<file path="src/rtl/wordle_pkg.sv">
// Shared constants, score encoding, FSM states and letter packing helpers
// for the Wordle board scorer.
package wordle_pkg;
  localparam int WORD_LEN    = 5;
  localparam int MAX_GUESSES = 6;
  localparam int LETTER_W    = 8;
  localparam int ROW_W       = 3;
  localparam int COL_W       = 3;

  localparam logic [ROW_W-1:0] LAST_ROW = ROW_W'(MAX_GUESSES - 1);
  localparam logic [COL_W-1:0] LAST_IDX = COL_W'(WORD_LEN - 1);

  localparam logic [1:0] SC_EMPTY  = 2'b00;
  localparam logic [1:0] SC_GRAY   = 2'b01;
  localparam logic [1:0] SC_YELLOW = 2'b10;
  localparam logic [1:0] SC_GREEN  = 2'b11;

  typedef enum logic [2:0] {
    S_IDLE,
    S_GREEN,
    S_YELLOW,
    S_WRITE,
    S_REPORT
  } state_t;

  // Element i is letter/score position i (position 0 is the leftmost letter).
  typedef logic [WORD_LEN-1:0][LETTER_W-1:0] letters_t;
  typedef logic [WORD_LEN-1:0][1:0]          cell_scores_t;

  function automatic logic [LETTER_W-1:0] letter_at(
    input logic [WORD_LEN*LETTER_W-1:0] word,
    input int                           pos
  );
    return word[(WORD_LEN-1-pos)*LETTER_W +: LETTER_W];
  endfunction

  function automatic letters_t unpack_word(input logic [WORD_LEN*LETTER_W-1:0] word);
    letters_t l;
    for (int i = 0; i < WORD_LEN; i++) l[i] = letter_at(word, i);
    return l;
  endfunction

  function automatic logic [WORD_LEN*2-1:0] pack_scores(input cell_scores_t sc);
    logic [WORD_LEN*2-1:0] w;
    w = '0;
    for (int i = 0; i < WORD_LEN; i++) w[(WORD_LEN-1-i)*2 +: 2] = sc[i];
    return w;
  endfunction
endpackage

</file>
<file path="src/rtl/wordle_board_ram.sv">
// 6x5 board of letter+score cells: one whole-row write port, one registered
// read port that returns zeros for out-of-range coordinates.
import wordle_pkg::*;

module wordle_board_ram (
  input  logic                 Clk,
  input  logic                 clear,
  input  logic                 wr_en,
  input  logic [ROW_W-1:0]     wr_row,
  input  letters_t             wr_letters,
  input  cell_scores_t         wr_scores,
  input  logic [ROW_W-1:0]     rd_row,
  input  logic [COL_W-1:0]     rd_col,
  output logic [LETTER_W-1:0]  rd_letter,
  output logic [1:0]           rd_score
);
  logic [MAX_GUESSES-1:0][WORD_LEN-1:0][LETTER_W-1:0] letter_mem;
  logic [MAX_GUESSES-1:0][WORD_LEN-1:0][1:0]          score_mem;
  logic                                               rd_in_range;

  assign rd_in_range = (rd_row < ROW_W'(MAX_GUESSES)) && (rd_col < COL_W'(WORD_LEN));

  always_ff @(posedge Clk) begin
    if (clear) begin
      letter_mem <= '0;
      score_mem  <= '0;
    end else if (wr_en) begin
      for (int r = 0; r < MAX_GUESSES; r++) begin
        if (wr_row == ROW_W'(r)) begin
          letter_mem[r] <= wr_letters;
          score_mem[r]  <= wr_scores;
        end
      end
    end
  end

  // Reads sample the array before this edge's write lands: read-before-write.
  always_ff @(posedge Clk) begin
    if (clear) begin
      rd_letter <= '0;
      rd_score  <= SC_EMPTY;
    end else if (rd_in_range) begin
      rd_letter <= letter_mem[rd_row][rd_col];
      rd_score  <= score_mem[rd_row][rd_col];
    end else begin
      rd_letter <= '0;
      rd_score  <= SC_EMPTY;
    end
  end
endmodule

</file>
<file path="src/rtl/wordle_board_scorer.sv">
// Sequential Wordle guess scorer with duplicate-aware yellow matching, board
// storage and win/lose tracking. Define WORDLE_HARD_MODE_EN to enforce reuse
// of revealed greens.
import wordle_pkg::*;

module wordle_board_scorer (
  input  logic                         Clk,
  input  logic                         reset,
  input  logic                         clear,
  input  logic                         guess_valid,
  output logic                         guess_ready,
  input  logic [WORD_LEN*LETTER_W-1:0] guess_word,
  input  logic [WORD_LEN*LETTER_W-1:0] secret_word,
  output logic                         score_valid,
  output logic [ROW_W-1:0]             score_row,
  output logic [WORD_LEN*2-1:0]        scores,
  output logic                         win,
  output logic                         lose,
  output logic                         guess_reject,
  input  logic [ROW_W-1:0]             rd_row,
  input  logic [COL_W-1:0]             rd_col,
  output logic [LETTER_W-1:0]          rd_letter,
  output logic [1:0]                   rd_score
);
  state_t              state;
  logic [COL_W-1:0]    idx;
  logic [ROW_W-1:0]    row_cnt;
  letters_t            g_q, s_q;
  cell_scores_t        sc_q;
  logic [WORD_LEN-1:0] used_q, green_q;
  logic                y_found;
  logic [COL_W-1:0]    y_idx;
  logic                hard_ok;
  logic                hs;
  logic                flush;

  assign flush = reset || clear;
  assign hs    = guess_valid && guess_ready;

  // Lowest unused secret position holding the current guess letter.
  always_comb begin
    y_found = 1'b0;
    y_idx   = '0;
    for (int j = WORD_LEN-1; j >= 0; j--) begin
      if (!used_q[j] && (s_q[j] == g_q[idx])) begin
        y_found = 1'b1;
        y_idx   = COL_W'(j);
      end
    end
  end

`ifdef WORDLE_HARD_MODE_EN
  letters_t            rev_letters;
  logic [WORD_LEN-1:0] rev_mask;
  logic                reject_q;

  always_comb begin
    hard_ok = 1'b1;
    for (int i = 0; i < WORD_LEN; i++)
      if (rev_mask[i] && (letter_at(guess_word, i) != rev_letters[i])) hard_ok = 1'b0;
  end

  always_ff @(posedge Clk) begin
    if (flush) begin
      rev_mask    <= '0;
      rev_letters <= '0;
      reject_q    <= 1'b0;
    end else begin
      reject_q <= (state == S_IDLE) && hs && !hard_ok;
      if (state == S_WRITE) begin
        for (int i = 0; i < WORD_LEN; i++) begin
          if (green_q[i]) begin
            rev_mask[i]    <= 1'b1;
            rev_letters[i] <= g_q[i];
          end
        end
      end
    end
  end

  assign guess_reject = reject_q;
`else
  assign hard_ok      = 1'b1;
  assign guess_reject = 1'b0;
`endif

  always_ff @(posedge Clk) begin
    if (flush) begin
      state       <= S_IDLE;
      idx         <= '0;
      row_cnt     <= '0;
      g_q         <= '0;
      s_q         <= '0;
      sc_q        <= '0;
      used_q      <= '0;
      green_q     <= '0;
      guess_ready <= 1'b1;
      score_valid <= 1'b0;
      score_row   <= '0;
      scores      <= '0;
      win         <= 1'b0;
      lose        <= 1'b0;
    end else begin
      score_valid <= 1'b0;
      case (state)
        S_IDLE: begin
          if (hs && hard_ok) begin
            g_q         <= unpack_word(guess_word);
            s_q         <= unpack_word(secret_word);
            sc_q        <= '0;
            used_q      <= '0;
            green_q     <= '0;
            idx         <= '0;
            guess_ready <= 1'b0;
            state       <= S_GREEN;
          end
        end
        S_GREEN: begin
          if (g_q[idx] == s_q[idx]) begin
            sc_q[idx]    <= SC_GREEN;
            used_q[idx]  <= 1'b1;
            green_q[idx] <= 1'b1;
          end else begin
            sc_q[idx] <= SC_GRAY;
          end
          if (idx == LAST_IDX) begin
            idx   <= '0;
            state <= S_YELLOW;
          end else begin
            idx <= idx + COL_W'(1);
          end
        end
        S_YELLOW: begin
          if (!green_q[idx] && y_found) begin
            sc_q[idx]     <= SC_YELLOW;
            used_q[y_idx] <= 1'b1;
          end
          if (idx == LAST_IDX) begin
            idx   <= '0;
            state <= S_WRITE;
          end else begin
            idx <= idx + COL_W'(1);
          end
        end
        S_WRITE: begin
          // Board row is written this edge; results are presented in REPORT.
          score_valid <= 1'b1;
          score_row   <= row_cnt;
          scores      <= pack_scores(sc_q);
          win         <= win || (&green_q);
          lose        <= lose || (!(&green_q) && (row_cnt == LAST_ROW));
          state       <= S_REPORT;
        end
        S_REPORT: begin
          if (row_cnt != LAST_ROW) row_cnt <= row_cnt + ROW_W'(1);
          guess_ready <= !(win || lose);
          state       <= S_IDLE;
        end
        default: state <= S_IDLE;
      endcase
    end
  end

  wordle_board_ram u_board (
    .Clk        (Clk),
    .clear      (flush),
    .wr_en      (state == S_WRITE),
    .wr_row     (row_cnt),
    .wr_letters (g_q),
    .wr_scores  (sc_q),
    .rd_row     (rd_row),
    .rd_col     (rd_col),
    .rd_letter  (rd_letter),
    .rd_score   (rd_score)
  );
endmodule

</file>
<file path="config.mk">
export PLATFORM = sky130hd
export DESIGN_NAME = wordle_board_scorer
export DESIGN_NICKNAME = d
export VERILOG_FILES = /design/src/rtl/wordle_pkg.sv /design/src/rtl/wordle_board_ram.sv /design/src/rtl/wordle_board_scorer.sv
export SDC_FILE = /design/constraint.sdc
export NUM_CORES = 1
export LEC_CHECK = 0
export ABC_AREA = 1
export BUFFER_PORTS_ARGS = -buffer_cell sky130_fd_sc_hd__buf_2
export CORE_ASPECT_RATIO = 1.1
export CORE_MARGIN = 5
export CORE_UTILIZATION = 48
export DETAILED_ROUTE_END_ITERATION = 12
export PLACE_DENSITY = 0.66
export REMOVE_ABC_BUFFERS = 1
export SLEW_MARGIN = 5
export SYNTH_ARGS = -nofsm -noshare
export SYNTH_HDL_FRONTEND = slang
export SYNTH_HIERARCHICAL = 1
export SYNTH_SLANG_ARGS = --single-unit
</file>
<file path="constraint.sdc">
create_clock -name Clk -period 4.05 [get_ports Clk]
set_clock_uncertainty 0.2 [all_clocks]
set_input_delay 0.2025 -clock Clk [delete_from_list [all_inputs] [get_ports Clk]]
set_output_delay 0.2025 -clock Clk [all_outputs]
set_load 0.05 [all_outputs]
</file>
-- Word-level counts from Yosys, hierarchy flattened
Cells that the tools add are included.
- output and inout bits: 28
- word-level logic and storage cells: 227
- register bits after elaboration: 436
- input port bits: 90
- bitwise operators: 11
- equality and inequality tests: 22
- reductions and logical operators: 46
- add/subtract/negate cells: 2
- order comparisons: 8
- multiplexer cells: 50
- operators by type and width (operator ; number):
    $bmux W40 S3 ; 1
    $bmux W8 S3 ; 3
    $eq A8 B8 Y1 ; 6
    $mux W10 ; 4
    $mux W40 ; 1
    $bmux W10 S3 ; 1
    $mux W3 ; 10
    $pmux W10 S3 ; 1
    $or A5 B5 Y5 ; 5
    $mux W8 ; 3
    $mux W5 ; 4
    $reduce_and A2 Y1 ; 10
    $lt A3 B4 Y1 const B ; 4
    $pmux W5 S3 ; 1
    $eq A3 B2 Y1 const B ; 4
    $eq A3 B3 Y1 const B ; 4
    $pmux W3 S4 ; 1
    $logic_and A1 B1 Y1 ; 11
    $and A5 B5 Y5 ; 2
    $mux W1 ; 10
    $ne A2 B2 Y1 const B ; 5
    $not A5 Y5 ; 2
    $or A10 B10 Y10 ; 1
    $pmux W5 S2 ; 1
    other kinds (22) ; 44

-- Longest topological paths before layout
- depth in word-level cells: 16
- mapped depth: 21
- depth with buffers taken out: 20

-- By module
Netlist, hierarchy kept.
- modules (own cells, without submodules) (module ; area each (sq um) ; cells each ; instances ; seq. area each (sq um)):
    wordle_board_ram ; 13615.6 ; 2038 ; 1 ; 6206.0
    wordle_board_scorer ; 6501.2 ; 948 ; 1 ; 2522.4

-- Worst setup path after synthesis
No wires, ideal clock.
- kind: flip-flop to flip-flop
- start point: register idx[1]
- end point: register sc_q[1] in the netlist's numbering
- setup time: 0.115 ns
- cell stages (with the launch flop): 21
- path slack: 1.676 ns
- arrival time: 2.059 ns
- required time: 3.735 ns
- cells stage by stage: dfxtp_1 > buf_6 > buf_8 > nand4_1 > nand2_2 > inv_2 > nand2_4 > nand2_1 > nand2_1 > nand2_1 > nor2_1 > nand2_1 > nor2_4 > inv_2 > nand3_2 > nand2_2 > nand2_4 > nand2_4 > buf_6 > o21ai_1 > nor2_1
- cells in the longest elaborated chain, start to end: 12
- ends and longest elaborated chain (what ; line ; source):
    start, declared ; wordle_board_scorer.sv:26 ; logic [COL_W-1:0] idx;
    start signal, assigned ; wordle_board_scorer.sv:130 ; idx <= idx + COL_W'(1);
    start signal, assigned ; wordle_board_scorer.sv:142 ; idx <= idx + COL_W'(1);
    $bmux W8 S3 ; wordle_board_scorer.sv:45, wordle_board_scorer.sv:119 ;
    $mux W8 (not written as such) ; wordle_board_scorer.sv:45, wordle_board_scorer.sv:119 ;
    $eq A8 B8 Y1 ; wordle_board_scorer.sv:45 ; if (!used_q[j] && (s_q[j] == g_q[idx])) begin
    $logic_and A1 B1 Y1 ; wordle_board_scorer.sv:45 ;
    $mux W1 (5 in a row) ; wordle_board_scorer.sv:45 ;
    $logic_and A1 B1 Y1 ; wordle_board_scorer.sv:134 ; if (!green_q[idx] && y_found) begin
    $ne A2 B2 Y1 (no line) ; - ;
    $reduce_and A3 Y1 (no line) ; - ;
    end signal, assigned by index ; wordle_board_scorer.sv:120 ; sc_q[idx] <= SC_GREEN;
    end signal, assigned by index ; wordle_board_scorer.sv:124 ; sc_q[idx] <= SC_GRAY;
    end signal, assigned by index ; wordle_board_scorer.sv:135 ; sc_q[idx] <= SC_YELLOW;
    end, declared ; wordle_board_scorer.sv:29 ; cell_scores_t sc_q;
Several ways; a longest one is shown, not always the timed one. The select of a mux whose other input is x is not followed.
A chain may end at the register's enable or synchronous reset.

-- Final worst setup path
- start point: register idx[2]
- end point: register sc_q[8] in the netlist's numbering
Same word-level chain as after synthesis.

==> impl_summary.txt <==
----------------------------------------------------
[Synth]
  Netlist area before placement ... around 20000 um^2
  Area share of the largest cell type after synthesis ... a little over two fifths
  Leading cell types by total area after synthesis ... sky130_fd_sc_hd__dfxtp_1, sky130_fd_sc_hd__nand2_1, sky130_fd_sc_hd__o21ai_0
  Library cell occupying the most area in the post-synthesis netlist ... sky130_fd_sc_hd__dfxtp_1
  Top-count cell post-synth ... sky130_fd_sc_hd__nand2_1
  Count of flip-flops with a built-in enable after synthesis ... 0
  Mean instance size in the synthesized netlist ... about 6.7 um^2
  Number of warnings issued by yosys ... 6
  Post-synthesis sequential element count ... approximately 440
  Synthesized netlist cell count ... 2986
  Main synth FF type ... sky130_fd_sc_hd__dfxtp_1
  Post-synthesis sequential area ratio ... between 40 and 50%
  Most common library cells after synthesis ... sky130_fd_sc_hd__nand2_1, sky130_fd_sc_hd__nor2_1, sky130_fd_sc_hd__dfxtp_1
  Number of library cell types mapped by synthesis ... 40
  Synth async-reset ratio ... 0%

[STA]
  Maximum achievable frequency ... about 310 MHz
  Final setup violation count ... 0
  Unrepaired setup endpoints after global routing ... false
  Rel. slew slack ... roughly 15%
  Endpoints failing hold ... 0
  Final Max Tran Viols ... 0
  Crit path time final ... roughly 3200 ps
  Final worst slack ... 858 ps
  Worst-margin pin slew ... around 1300 ps
  Fin crit share ... 78.8%

[Global routing]
  Met3 track demand over resource ... 5.16%
  Pin count of the biggest net entering global routing ... 173
  Antenna violations before repair ... 2
  Met1 usage ... just over 40%
  Fraction of met2 tracks used by global routing ... 47.9%
  Most used routing layer ... met2
  Via count of the first global-routing pass ... 19500
  Global Route Usage Sum ... a little under a third
  Wire length of the first global-routing pass ... 111000 um
  Remaining Overflow, GRT ... 0

[CTS]
  Buffer cell driving the clock tree root ... sky130_fd_sc_hd__clkbuf_16
  Clock H-tree levels ... 2
  Count of instances resized after the clock tree is built ... 0
  Number of buffers between clock root and the deepest sink ... 3
  Clock transition time at the flip-flop clock pins of the worst setup and hold paths ... about 70 ps
  TritonCTS clock tree ... built
  Clock Sinks ... between 400 and 500
  Clock latency at the later pin of the worst-skew pair ... just under 600 ps
  Clock buffer count from CTS ... 47

[Place]
  Cell total after placement ... 3507
  Post-place setup slack ... 910 ps
  Dpl cell area ... between 20000 and 25000 um^2
  RePlAce Congestion ... approximately 0.96
  Post-DP HPWL ... around 44000 um
  Count of input and output buffers ... 116

[Finish]
  Final instance area ... approximately 23000 um^2
  Filler-free cell count of the finished design ... between 3000 and 4000
  Area growth from synthesis to layout ... 15.7%
  Number of nets in the final layout ... 3171
  Diode insertion count for antenna repair ... 0
  Share of layout cells above drive strength 1 ... about a tenth

[Route]
  Number of violations reported at the end of detailed-routing iteration 0 ... 2361
  Residual DRC ... 0
  Final WL ... just over 70000 um
  Pre-Repair DR Iteration Count ... 6
  Vias per std cell ... about 5.6
  Post-detailed-route count of antenna-violating nets ... 0
  Average wire length per cell after detail routing ... approximately 19 um
  Vias post-DR ... slightly above 20000

[Worst setup path]
  Worst Setup Path Type ... reg -> reg
  Startpoint type of the worst setup path ... flop
  Category of the worst setup path capture point ... flop
  Highest fanout seen on the critical path ... 11
  Critical-path cell list ... nor2_2 -> nand2_2 -> o21ai_4 -> o21ai_0 -> nand2_1 -> nand2_1 -> nor2_1 -> nand3_1 -> nand2_1 -> inv_1 -> nand3_2 -> nand2_2 -> a21oi_2 -> o21ai_0 -> a21oi_2
  Register-to-register setup slack ... about 860 ps
  Most used cell, CP ... sky130_fd_sc_hd__nand2_1
  Max stage delay cell, worst path ... sky130_fd_sc_hd__nor2_2
  Data arrival time at the worst-slack endpoint ... around 3500 ps
  CP required ... 4370 ps
  Delay of the slowest cell on the worst path ... between 400 and 500 ps
  Count of buffer and inverter cells on the critical path ... 1
  Launch point of the worst reg-to-reg path ... idx[2]$_SDFFE_PP0P_
  Family with the most delay on the worst path ... simple AND/OR/NAND/NOR gates
  Crit path from ... idx[2]$_SDFFE_PP0P_

[Floorplan]
  Total I/O pin count ... about 120
  Area of the die ... ~46000 um^2
  Core Area ... between 40000 and 50000 um^2
  Row Count ... a little under 80
  Die W ... 205 um
  Die extent in y ... approximately 220 um
  Starting density of the core ... between 40% and 50%

[Pwr]
  Pwr Total ... around 0.010 W
  Leak ... 10.1 nW
  P per Cell Area ... 435 nW/um^2
  Worst VDD drop ... a little over 0.0003 V

[Status]
  Outcome ... finished, final reports clean

[Worst hold path]
  Worst hold path class ... in -> reg
  Hold Crit Start ... guess_valid

[Run]
  Number of maximum-capacitance violations ... 0

----------------------------------------------------
-- layer usage --
metal | share of wire, % | vias to the layer above
met1 | 42 | 9609
li1 | - | 9847
met3 | 8.9 | 158
met5 | 0 | -
met2 | 45 | 965
met4 | 4.2 | 0
-- stage by stage --
stage / utilization, % / TNS, ps / hold slack [ps]
after detailed placement: 50.6 / 0 / 235
after floorplan: - / -906450 / 170
final: 56.2 / 0 / 116
after global routing: 56.2 / 0 / 150
after global placement: 50.6 / 0 / 231
after CTS: 56.2 / 0 / 84.4
-- placed cells by master (no fill, tap or decap), drive strengths merged --
cell type / n
o221ai: 6
clkbuf: 71
o21bai: 5
bufinv: 2
o22ai: 6
o211ai: 10
a21oi: 235
nor3: 13
dlygate4sd3: 81
nor3b: 1
inv: 201
xor2: 5
or2: 1
o311ai: 1
o21ai: 443
dfxtp: 436
nand2: 605
nand3: 211
clkinv: 9
ha: 4
nor2: 565
conb: 1
a211oi: 2
a31oi: 4
buf: 163
nand4: 27
-- worst paths after layout --
check / to / depth (start not counted)
setup / recovery: sc_q[8]$_SDFFE_PP0P_ / 15
hold / removal: idx[1]$_SDFFE_PP0P_ / 6
setup reg to reg: sc_q[8]$_SDFFE_PP0P_ / 15
hold reg to reg: u_board/letter_mem[142]$_SDFFE_PP0P_ / 2
-- power breakdown --
group	total (W)	switching, W	internal, W
Combinational	0.00136	0.000945	0.000413
Sequential	0.00448	0.000115	0.00437
Clock	0.00429	0.00178	0.00251
Total	0.0101	0.00284	0.00729
-- cell families (layout without fill, tap and decap cells) --
logic type,count (synthesis),after routing,share of synthesized area (%)
XOR/XNOR,5,5,0.218
AO/OA/AOI/OAI,712,712,18.3
adder cells (fa/ha/maj),4,4,0.249
flip-flops,436,436,43.4
buffers and inverters,405,527,8.52
AND/OR/NAND/NOR,1423,1423,29.3
other,1,1,0.0186
-- what timing repair did --
item                                   CTS  global route
setup buffers                            0             0
hold buffers                            81             0
endpoints found under the hold margin   90             0
-- tightest hold or removal path: stages --
cell,delay (ps)
sky130_fd_sc_hd__buf_2,70
sky130_fd_sc_hd__nand2_1,70
sky130_fd_sc_hd__nand3_1,160
sky130_fd_sc_hd__nand2_1,190
sky130_fd_sc_hd__nand2_1,100
sky130_fd_sc_hd__a21oi_1,60
-- flip-flops by register name, indices dropped and copies added (netlist names) --
signal and cells:
u_board/letter_mem 240, u_board/score_mem 60, g_q 40, s_q 40, sc_q 10, scores 10
u_board/rd_letter 8, green_q 5, used_q 5, idx 3, row_cnt 3, score_row 3
state 3, u_board/rd_score 2, guess_ready 1, lose 1, score_valid 1, win 1
-- cell type report --
class	instances	area, um^2
fillers	4011	18100
multi-input cells	2145	9720
flip-flops and latches	436	8730
repair buffers	244	1830
clock buffers	71	1410
inverters	203	768
well taps	560	701
clock inverters	9	110
(Power assumes the default switching activity.)
